[src/rtl/vend_pkg.sv]
// Shared types and helpers for the vending controller.
package vend_pkg;

  typedef enum logic [1:0] {
    IDLE   = 2'd0,
    CREDIT = 2'd1,
    VEND   = 2'd2,
    CHANGE = 2'd3
  } state_t;

  typedef enum logic [1:0] {
    COIN_5   = 2'b00,
    COIN_10  = 2'b01,
    COIN_25  = 2'b10,
    COIN_BAD = 2'b11
  } coin_t;

  localparam int unsigned COIN_VAL_W  = 5;
  localparam int unsigned CHANGE_UNIT = 5;

  // Face value of a coin in credit units; an invalid coin is worth nothing.
  function automatic logic [COIN_VAL_W-1:0] coin_value(input coin_t t);
    case (t)
      COIN_5:  coin_value = COIN_VAL_W'(5);
      COIN_10: coin_value = COIN_VAL_W'(10);
      COIN_25: coin_value = COIN_VAL_W'(25);
      default: coin_value = '0;
    endcase
  endfunction

endpackage

[src/rtl/vend_stock_bank.sv]
// Per-product stock counters: bulk load, single decrement, zero flags.
module vend_stock_bank #(
  parameter int unsigned NUM_PROD   = 4,
  parameter int unsigned STOCK_W    = 4,
  parameter int unsigned STOCK_INIT = 3
) (
  input  logic                        clk,
  input  logic                        reset,
  input  logic                        load,
  input  logic                        dec,
  input  logic [$clog2(NUM_PROD)-1:0] dec_idx,
  output logic [NUM_PROD-1:0]         zero_c
);

  localparam int unsigned IDX_W = $clog2(NUM_PROD);

  logic [STOCK_W-1:0] cnt [NUM_PROD];

  // Load wins over decrement; counters stop at zero.
  always_ff @(posedge clk or posedge reset) begin
    if (reset) begin
      for (int p = 0; p < NUM_PROD; p++) cnt[p] <= STOCK_W'(STOCK_INIT);
    end else if (load) begin
      for (int p = 0; p < NUM_PROD; p++) cnt[p] <= STOCK_W'(STOCK_INIT);
    end else if (dec) begin
      for (int p = 0; p < NUM_PROD; p++) begin
        if (dec_idx == IDX_W'(p) && cnt[p] != '0) cnt[p] <= cnt[p] - STOCK_W'(1);
      end
    end
  end

  // Empty flag per product.
  always_comb begin
    zero_c = '0;
    for (int p = 0; p < NUM_PROD; p++) zero_c[p] = (cnt[p] == '0);
  end

endmodule

[src/rtl/vending_machine_param.sv]
// Parametrised N-product vending controller: credit FSM and registered outputs.
module vending_machine_param
  import vend_pkg::*;
#(
  parameter int unsigned                 NUM_PROD   = 4,
  parameter int unsigned                 CREDIT_W   = 8,
  parameter logic [NUM_PROD*CREDIT_W-1:0] PRICES    = {8'd25, 8'd20, 8'd15, 8'd10},
  parameter int unsigned                 MAX_CREDIT = 100,
  parameter int unsigned                 STOCK_W    = 4,
  parameter int unsigned                 STOCK_INIT = 3
) (
  input  logic                        clk,
  input  logic                        reset,
  input  logic                        coin_valid,
  input  logic [1:0]                  coin_type,
  input  logic                        sel_valid,
  input  logic [$clog2(NUM_PROD)-1:0] sel_idx,
  input  logic                        cancel,
  input  logic                        restock,
  output logic                        dispense,
  output logic [$clog2(NUM_PROD)-1:0] dispense_idx,
  output logic                        change_pulse,
  output logic                        coin_reject,
  output logic                        insufficient,
  output logic                        sold_out,
  output logic [CREDIT_W-1:0]         credit,
  output logic                        busy
);

  localparam int unsigned IDX_W = $clog2(NUM_PROD);
  localparam int unsigned SUM_W = CREDIT_W + 1;

  state_t               state, state_n;
  logic [CREDIT_W-1:0]  credit_n;
  logic [IDX_W-1:0]     idx_n;
  logic                 dispense_n, change_n, reject_n, insuf_n, sold_n, busy_n;
  logic                 stock_dec;
  logic [NUM_PROD-1:0]  stock_zero_c;
  logic [SUM_W-1:0]     sum;

  // Price lookup that yields 0 for an out-of-range index.
  function automatic logic [CREDIT_W-1:0] price_of(input logic [IDX_W-1:0] i);
    price_of = '0;
    for (int p = 0; p < NUM_PROD; p++)
      if (i == IDX_W'(p)) price_of = PRICES[p*CREDIT_W +: CREDIT_W];
  endfunction

  // Out-of-range products read as empty.
  function automatic logic empty_at(input logic [IDX_W-1:0] i, input logic [NUM_PROD-1:0] z);
    empty_at = 1'b1;
    for (int p = 0; p < NUM_PROD; p++)
      if (i == IDX_W'(p)) empty_at = z[p];
  endfunction

  vend_stock_bank #(
    .NUM_PROD  (NUM_PROD),
    .STOCK_W   (STOCK_W),
    .STOCK_INIT(STOCK_INIT)
  ) u_stock (
    .clk    (clk),
    .reset  (reset),
    .load   (restock),
    .dec    (stock_dec),
    .dec_idx(dispense_idx),
    .zero_c (stock_zero_c)
  );

  // State, credit and output registers.
  always_ff @(posedge clk or posedge reset) begin
    if (reset) begin
      state        <= IDLE;
      credit       <= '0;
      dispense     <= 1'b0;
      dispense_idx <= '0;
      change_pulse <= 1'b0;
      coin_reject  <= 1'b0;
      insufficient <= 1'b0;
      sold_out     <= 1'b0;
      busy         <= 1'b0;
    end else begin
      state        <= state_n;
      credit       <= credit_n;
      dispense     <= dispense_n;
      dispense_idx <= idx_n;
      change_pulse <= change_n;
      coin_reject  <= reject_n;
      insufficient <= insuf_n;
      sold_out     <= sold_n;
      busy         <= busy_n;
    end
  end

  // Next state and next outputs; cancel beats select beats coin.
  always_comb begin
    state_n   = state;
    credit_n  = credit;
    idx_n     = dispense_idx;
    reject_n  = 1'b0;
    insuf_n   = 1'b0;
    sold_n    = 1'b0;
    stock_dec = 1'b0;
    sum       = {1'b0, credit} + SUM_W'(coin_value(coin_t'(coin_type)));

    case (state)
      IDLE, CREDIT: begin
        if (cancel && state == CREDIT) begin
          state_n  = CHANGE;
          reject_n = coin_valid;
        end else if (sel_valid) begin
          reject_n = coin_valid;
          if (empty_at(sel_idx, stock_zero_c)) begin
            sold_n = 1'b1;
          end else if (credit < price_of(sel_idx)) begin
            insuf_n = 1'b1;
          end else begin
            state_n = VEND;
            idx_n   = sel_idx;
          end
        end else if (coin_valid) begin
          if (coin_t'(coin_type) != COIN_BAD && sum <= SUM_W'(MAX_CREDIT)) begin
            credit_n = sum[CREDIT_W-1:0];
            state_n  = CREDIT;
          end else begin
            reject_n = 1'b1;
          end
        end
      end
      VEND: begin
        credit_n  = credit - price_of(dispense_idx);
        stock_dec = 1'b1;
        state_n   = (credit_n != '0) ? CHANGE : IDLE;
        reject_n  = coin_valid;
      end
      CHANGE: begin
        credit_n = credit - CREDIT_W'(CHANGE_UNIT);
        state_n  = (credit_n == '0) ? IDLE : CHANGE;
        reject_n = coin_valid;
      end
      default: state_n = IDLE;
    endcase

    dispense_n = (state_n == VEND);
    change_n   = (state_n == CHANGE);
    busy_n     = (state_n == VEND) || (state_n == CHANGE);
  end

endmodule

[config.mk]
export PLATFORM = sky130hd
export DESIGN_NAME = vending_machine_param
export DESIGN_NICKNAME = d
export VERILOG_FILES = /design/src/rtl/vend_pkg.sv /design/src/rtl/vend_stock_bank.sv /design/src/rtl/vending_machine_param.sv
export SDC_FILE = /design/constraint.sdc
export NUM_CORES = 1
export LEC_CHECK = 0
export BUFFER_PORTS_ARGS = -buffer_cell sky130_fd_sc_hd__buf_4
export CAP_MARGIN = 0
export CORE_MARGIN = 2
export CORE_UTILIZATION = 35
export CTS_CLUSTER_SIZE = 12
export DETAILED_ROUTE_END_ITERATION = 8
export PLACE_DENSITY = 0.59
export SYNTH_ARGS = -nofsm -noshare
export SYNTH_HDL_FRONTEND = slang
export SYNTH_SLANG_ARGS = --single-unit
export TNS_END_PERCENT = 1
[constraint.sdc]
create_clock -name clk -period 3.55 [get_ports clk]
set_input_delay 0.71 -clock clk [delete_from_list [all_inputs] [get_ports clk]]
set_output_delay 0.71 -clock clk [all_outputs]
set_load 0.005 [all_outputs]
Word level (Yosys, flattened, before mapping)
Cells that the tools add are included.
Word-level totals
  register bits after elaboration: 34
  bits in latches: 0
  bits in writable memories: 0
  ROM bits: 0
  input port bits: 10
  logic and storage cells: 133
  memories kept: 0
Cells by class
  add/subtract/negate cells: 7
  multiply operators: 0
  divide/modulo/power cells: 0
  magnitude comparators: 2
  equality and inequality tests: 18
  shift-type cells: 0
  multiplexer cells: 56
  bitwise gates (word level): 3
  reductions and logical operators: 34
Operator list (count)
  $mux 8: 15
  $mux 16: 2
  $mux 4: 6
  $pmux 8 s3: 1
  $mux 1: 21
  $eq 2x2->1 const B: 9
  $logic_not 4->1: 4
  $mux 2: 8
  $reduce_bool 4->1: 4
  $sub 4x1->4 const B: 4
  $pmux 5 s3: 1
  $ne 2x2->1 const B: 5
  $reduce_bool 2->1: 5
  $add 8x5->9: 1
  $le 9x7->1 const B: 1
  $eq 2x1->1 const B: 4
  $logic_not 2->1: 4
  $logic_not 8->1: 1
  $lt 8x8->1: 1
  $reduce_and 2->1: 4
  $reduce_bool 8->1: 1
  $sub 8x3->8 const B: 1
  $sub 8x8->8: 1
  $logic_and 1x1->1: 6
  7 further kinds: 10

Logic depth before layout (Yosys ltp)
Gate-level depths: netlist (run 1).
  depth after elaboration: 20
  gate-level depth with buffers: 13
  gate-level depth less buffers: 13

Cells and area by module
From an unflattened synthesis (run 1), not the netlist that was laid out.
Second synthesis, totals
  cell total of the unflattened synthesis: 321
  area, all modules: 2899.0 um^2
Modules (own cells, without submodules)
  vending_machine_param: instances 1, cells each 216, area each 1924.3 um^2, sequential area each 450.4 um^2
  vend_stock_bank: instances 1, cells each 105, area each 974.7 um^2, sequential area each 410.4 um^2

Least setup slack after synthesis (run 1)
No wires, ideal clock.
  kind: input -> register
  start: input coin_type[0]
  end: register credit[6]
  setup time: 79 ps
  data arrival time: 3384 ps
  required time: 3471 ps
  path slack: 87 ps
  stages: 13
  cells stage by stage: inv_1 -> ha_1 -> or2_2 -> ha_1 -> fa_1 -> nand3_1 -> a2111oi_0 -> mux2_4 -> a211o_1 -> a21bo_1 -> buf_6 -> o41ai_4 -> xor2_1
Between the ends
  cells in the longest elaborated chain, start to end: 8
  elaborated cells on any way between the ends: 15
  those cells by class: add/sub: 1; order compare: 1; eq/ne: 4; mux: 6; reduce/logical: 3
RTL lines
  from (decl): line vending_machine_param.sv:15  | input logic [1:0] coin_type,
  branches (longest 8 deep; another with $add 8x5->9)
  to (signal assigned): line vending_machine_param.sv:82  | credit <= credit_n;
  to (decl): line vending_machine_param.sv:26  | output logic [CREDIT_W-1:0] credit,
Several ways; the timed one is not identified. The select of a mux whose other input is x is not followed.
A chain may end at the register's enable or synchronous reset.

Worst setup path in the final report (run 1)
  start: input coin_type[0]
  end: register credit[3]
Same word-level chain as after synthesis.

==> summary.md, run 1 <==
| Metric | Value |
|---|---|
| Non-Filler Instances | 445 |
| HP Class | in2async |
| Post-Synth Adder-Cell Area | between 10% and 20% |
| Most numerous cell in the Yosys netlist | ha_1 |
| Register bit total from synthesis | 33 |
| PwrDens | about 260 mW/mm² |
| Yosys warnings | 0 |
| Largest net degree at the start of global routing | 34 |
| WL final | around 6.1 mm |
| RSZ-0062 raised after global routing | false |
| Number of library cell types mapped by synthesis | 54 |
| XOR/XNOR share of the synthesized area | 7.121% |
| Synth top area cells | dfrtp_1 (22%), ha_1 (16%), dfstp_2 (7.4%), nor2_1 (4.4%), xnor2_1 (4.3%) |
| Outcome | finished clean |
| Setup CP Type | in2reg |
| Drt wl/cell | 13.62 µm |
| Mapped Cells | between 300 and 400 |
| Postcts setup bufs | 0 |
| Die Ht | 93.91 µm |
| Initial Utilization | around 36% |
| Synth top cells by count | ha_1 (37), nor2_1 (33), dfrtp_1 (25), inv_1 (25), nand2_1 (23) |
| Clock Latency Late Sink | 290 ps |
| Synth Area in Simple Gates | roughly a fifth |
| Synth top area share | about 22% |
| Layout Skew | 3.235 ps |
| Core Footprint | between 0.007 and 0.008 mm² |
| Dpl ws | -68.49 ps |
| Via total after detailed routing | about 2300 |
| Mapped Avg Cell Area | 9.009 µm² |
| CTS tree | built |
| CP arrival | around 3500 ps |
| Multi-input gate area | roughly 0.0018 mm² |
| Sink Count | 33 |
| DRC violations left | 0 |
| Dominant cell type by area after synthesis | dfrtp_1 |
| Req. time, crit path | 3710 ps |
| Maxcap violations | 0 |
| CTS clk-pin slew, worst paths | 70 ps |
| Actual slew at the worst max-slew pin | 584.7 ps |
| Final worst setup slack | just over 200 ps |
| Main synth FF type | dfrtp_1 |
| # rows | 32 |
| H-tree levels | 2 |
| Max Root-Sink Buffers | 2 |
| CP max FO | 6 |
| Net Count, Synth | around 360 |
| Post-synthesis mux area share | roughly 4.4% |
| CTS Buf Count | 5 |
| Diode count | 0 |
| NumNets Final | 391 |
| Die area | about 0.009 mm² |
| Final setup vio count | 0 |
| Synth Area in Compound Gates | between 10% and 20% |
| FMAX | 299.0 MHz |
| First-pass GRT wire length | between 10 and 15 mm |
| Number of global-route vias before repair | ~2300 |
| Placed insts | between 400 and 500 |
| Final critical-path share of the clock period | about 94% |
| Post_cts resized | 0 |
| Gr ovfl total | 0 |
| CTS Hold Bufs | 0 |
| Final hold viol count | 0 |
| Crit path time final | approximately 3300 ps |
| Fill cells | 790 |
| P&R area growth vs syn | 14.95% |
| Async set-reset flop share out of synthesis | between 90% and 100% |
| EDFF count, synth | 0 |
| Startpoint Class | primary input |
| Root Buffer | clkbuf_8 |
| Setup tns final | 0 ps |
| # IOs | 26 |
| Number of routed nets with antenna violations | 0 |
| Vias per cell | a little over 5 |
| LEAKAGE | roughly 1.7 nW |
| Max rail drop VDD | roughly 0.11 mV |
| Initial antenna violation count | 0 |
| Register area share after synthesis | 29.54% |
| GRT Util Overall | around 15% |
| Critical path endpoint category | flop |
| Placer Congestion | around 0.82 |
| Final max-slew violation count | 0 |
| I/O Buffers | 25 |
| Die Span X | between 90 and 100 µm |
| Relative slew slack | about three fifths |
| Detailed Place HPWL | about 4.7 mm |
| Layout cells sized above 1 | between 15 and 20% |
| Largest family of logic cells by synthesized area | simple AND/OR/NAND/NOR gates |
| DR iter-0 viols | around 110 |
| Syn Std Cell Area | approximately 0.0028 mm² |
| First-pass detailed-route iteration total | 5 |
| Register area | approximately 840 µm² |
placed cells by master (no fill, tap or decap), types with 4 or more instances in the layout:
| cell type | count |
|---|---|
| mux2i_1 | 11 |
| nand3_1 | 10 |
| o21a_1 | 4 |
| clkbuf_8 | 6 |
| a21oi_1 | 14 |
| a21o_1 | 4 |
| nor2_1 | 33 |
| nor3_1 | 5 |
| xnor2_1 | 14 |
| dfstp_2 | 8 |
| o21ai_0 | 17 |
| dfrtp_1 | 25 |
| nor4_1 | 5 |
| nand2b_1 | 6 |
| nand4_1 | 4 |
| buf_4 | 32 |
| inv_1 | 25 |
| nand2_1 | 23 |
| xor2_1 | 9 |
| nor2b_1 | 5 |
| a211o_1 | 6 |
| ha_1 | 37 |
registers in the layout, summed over array words and instances, names as in the netlist:
signal	count
busy	1
coin_reject	1
credit	8
state	1
dispense_idx	2
insufficient	1
sold_out	1
u_stock.cnt	16
change_pulse	1
dispense	1
cell type report:
type	count	area share (%)
clock buffer	7	2.655
clock inverter	1	0.9234
inverter	25	2.886
multi-input combinational	245	56.52
sequential	33	25.70
tap	102	3.925
timing repair buffer	32	7.387
through the flow:
| stage | hold WS (ps) | instance area (µm²) | utilization, % | power (W) |
|---|---|---|---|---|
| 2_1_floorplan | 510.9 | 2829 | - | 0.0004428 |
| 3_3_place_gp | 531.2 | 3122 | 40.19 | 0.0004733 |
| 3_5_place_dp | 540.0 | 3122 | 40.19 | 0.0004742 |
| 4_1_cts | 518.7 | 3238 | 41.69 | 0.0008483 |
| 5_1_grt | 541.3 | 3252 | 41.87 | 0.0008769 |
| 6_report | 510.7 | 3252 | 41.87 | 0.0008385 |
final timing paths:
kind | start | endpoint | slack [ps] | cells after the start
max | coin_type[0] | credit[3]$_DFFE_PP0P_ | 210 | 14
max in group asynchronous | reset | u_stock.cnt[1]$_DFFE_PP1P_ | 2710 | 3
min | reset | busy$_DFF_PP0_ | 510 | 3
min in group clk | u_stock.cnt[7]$_DFFE_PP0P_ | u_stock.cnt[7]$_DFFE_PP0P_ | 550 | 2
max reg2reg | dispense_idx[0]$_DFFE_PP0P_ | state[0]$_DFF_PP0_ | 400 | 12
min reg2reg | u_stock.cnt[7]$_DFFE_PP0P_ | u_stock.cnt[7]$_DFFE_PP0P_ | 550 | 2
cells by family (layout without fill, tap and decap cells):
group,Yosys count,count (layout)
compound gates,66,66
fa+ha+maj,39,39
flops,33,33
mux,12,12
simple gates,105,105
buf+inv,36,65
xor+xnor,23,23
layer usage:
layer | global-route usage (%) | wire length (µm) | share of wire (%) | up-vias
met5 | 0 | 0 | 0 | -
met4 | 4.710 | 102 | 1.7 | 0
met3 | 2.167 | 190 | 3.1 | 9
met2 | 24.40 | 2759 | 46 | 35
met1 | 20.27 | 3010 | 50 | 1100
li1 | - | - | - | 1158
where the power goes:
group / total (W) / switching [W] / internal [W]
Combinational: 0.0000918 / 0.0000523 / 0.0000395
Clock: 0.000370 / 0.000141 / 0.000229
Sequential: 0.000377 / 0.000000173 / 0.000377
worst max-delay path: stages:
cell and delay, ps:
buf_4 80, inv_1 60, ha_1 210, or2_2 290, ha_1 220, fa_1 440, nand3_1 150, a2111oi_0 110
mux2_4 280, a211o_1 310, a21bo_1 220, buf_4 180, mux2i_1 140, o21ai_0 90
Note: power is estimated with default switching activity, not from simulation.
==> inputs of run 2 (changes only) <==
--- a/config.mk
+++ b/config.mk
@@ -7,11 +7,13 @@
 export LEC_CHECK = 0
 export BUFFER_PORTS_ARGS = -buffer_cell sky130_fd_sc_hd__buf_4
 export CAP_MARGIN = 0
+export CELL_PAD_IN_SITES_DETAIL_PLACEMENT = 1
+export CELL_PAD_IN_SITES_GLOBAL_PLACEMENT = 2
 export CORE_MARGIN = 2
 export CORE_UTILIZATION = 35
 export CTS_CLUSTER_SIZE = 12
 export DETAILED_ROUTE_END_ITERATION = 8
-export PLACE_DENSITY = 0.59
+export PLACE_DENSITY = 0.83
 export SYNTH_ARGS = -nofsm -noshare
 export SYNTH_HDL_FRONTEND = slang
 export SYNTH_SLANG_ARGS = --single-unit
==> run 2 against run 1 <==
Wire length up 18%. Count of clock-buffer cells in the layout unchanged. Sequential cell count unchanged. Cell count up 2.9%. Largest power group unchanged.
==> summary.md, run 2 (synthesized netlist as in run 1, its figures left out) <==
| Metric | Value |
|---|---|
| Outcome | finished clean |
| Startpoint Class | primary input |
| CP max FO | 5 |
| Setup CP Type | in2reg |
| Number of routed nets with antenna violations | 0 |
| Drt wl/cell | ~16 µm |
| Final critical-path share of the clock period | between 90 and 100% |
| First-pass detailed-route iteration total | 4 |
| Req. time, crit path | between 3000 and 4000 ps |
| PwrDens | around 250 mW/mm² |
| I/O Buffers | 25 |
| Final setup vio count | 0 |
| Gr ovfl total | 0 |
| Final max-slew violation count | 0 |
| Vias per cell | between 5 and 6 |
| P&R area growth vs syn | 18.13% |
| Fin Hold WS | around 520 ps |
| Top Registers | u_stock.cnt (16), credit (8), dispense_idx (2) |
| WL final | just over 7 mm |
| Detailed Place HPWL | roughly 5.6 mm |
| # IOs | 26 |
| Reg with most FFs | u_stock.cnt |
| Commonest non-fill, non-tap cells in the layout | buf_4 (45), ha_1 (37), nor2_1 (33), inv_1 (25), dfrtp_1 (25) |
| Final hold viol count | 0 |
| Critical path endpoint category | flop |
| Reg-to-Reg End | state[0]$_DFF_PP0_ |
| CP arrival | roughly 3600 ps |
| Non-Filler Instances | 458 |
| Clock Latency Late Sink | 290 ps |
| Die Span X | ~94 µm |
| LEAKAGE | 1.715 nW |
| Postcts setup bufs | 0 |
| Final worst setup slack | about 170 ps |
| Die area | between 0.008 and 0.009 mm² |
| Via total after detailed routing | approximately 2400 |
| Post_cts resized | 0 |
| Number of global-route vias before repair | about 2500 |
| Dpl ws | -160.5 ps |
| DR iter-0 viols | between 60 and 70 |
| Diode count | 0 |
| R2R depth | 14 |
| Relative slew slack | approximately three fifths |
| Root Buffer | clkbuf_8 |
| # rows | 32 |
| Max Root-Sink Buffers | 2 |
| H-tree levels | 2 |
| Overall Power | roughly 0.00085 W |
| DRC violations left | 0 |
| FMAX | between 200 and 300 MHz |
| NumNets Final | ~400 |
| Most frequent CP cell | ha_1 |
| CTS clk-pin slew, worst paths | around 70 ps |
| Initial Utilization | ~36% |
| Sink Count | 33 |
| Layout Skew | between 3 and 4 ps |
| RSZ-0062 raised after global routing | false |
| GRT Util Overall | between 15 and 20% |
| Max rail drop VDD | about 0.17 mV |
| Die Ht | 93.91 µm |
| R2R setup slack | about 370 ps |
| Reg2reg start | dispense_idx[0]$_DFFE_PP0P_ |
| Initial antenna violation count | 0 |
| CTS Buf Count | 5 |
| CTS tree | built |
| Setup crit start | coin_type[0] |
| Slowest cell on the critical path | fa_1 |
| CTS Hold Bufs | 0 |
| Largest net degree at the start of global routing | 34 |
| Layout cells sized above 1 | 20.22% |
| Maxcap violations | 0 |
| Core Footprint | between 0.007 and 0.008 mm² |
| HP Class | in2async |
| Number of flip-flops in the largest register | 16 |
| Placer Congestion | ~0.9 |
| Crit path time final | 3385 ps |
| Max stage delay on crit path | ~430 ps |
| Placed insts | 450 |
| Actual slew at the worst max-slew pin | around 600 ps |
| Crit-path cells | buf_4 > inv_1 > ha_1 > or2_2 > ha_1 > fa_1 > nand3_1 > a2111oi_0 > mux2_4 > a211o_1 > a21bo_2 > o41ai_4 > xor2_1 |
| First-pass GRT wire length | between 10 and 15 mm |
| Most common cell after layout, fill and taps aside | buf_4 |
==> run 2: area by class of cell <==
type                    instances  area, µm²
inverters                      25      93.84
fillers                       938       4425
well taps                     102      127.6
clock buffers                   7      86.33
flip-flops and latches         33      835.8
clock inverters                 1      30.03
repair buffers                 45      337.8
multi-input cells             245       1831
==> run 2: layer usage <==
metal	vias up	GRT usage, %	share of wire (%)
li1	1182	-	-
met1	1187	25.71	50
met2	46	27.32	45
met3	9	2.970	4.0
met4	0	6.522	1.5
met5	-	0	0
==> run 2: how the worst max path moves through the flow <==
stage                                       end  slack, ps
after global placement    credit[6]$_DFFE_PP0P_        -40
after floorplan           credit[6]$_DFFE_PP0P_         90
after global routing      credit[6]$_DFFE_PP0P_         10
after detailed placement  credit[6]$_DFFE_PP0P_       -160
after CTS                 credit[6]$_DFFE_PP0P_        140
final                     credit[6]$_DFFE_PP0P_        170
==> run 2: worst max-delay path, delay by kind of cell <==
| family | cells | cell delay, ps |
|---|---|---|
| fa+ha+maj | 3 | 860 |
| xor+xnor | 1 | 180 |
| simple gates | 2 | 450 |
| mux | 1 | 280 |
| compound gates | 4 | 980 |
| buf+inv | 2 | 140 |
==> run 2: power breakdown <==
group	leakage, nW	internal [W]	switching [W]	total, W
Clock	0.0585	0.000229	0.000143	0.000372
Sequential	0.381	0.000377	0.000000220	0.000377
Combinational	1.28	0.0000456	0.0000551	0.000101
==> run 2: through the flow <==
| step | instance area (µm²) | utilization [%] | TNS, ps |
|---|---|---|---|
| after floorplan | 2829 | - | 0 |
| after global placement | 3219 | 41.45 | -82.95 |
| after detailed placement | 3219 | 41.45 | -742.2 |
| after CTS | 3336 | 42.94 | 0 |
| after global routing | 3342 | 43.03 | 0 |
| final | 3342 | 43.03 | 0 |
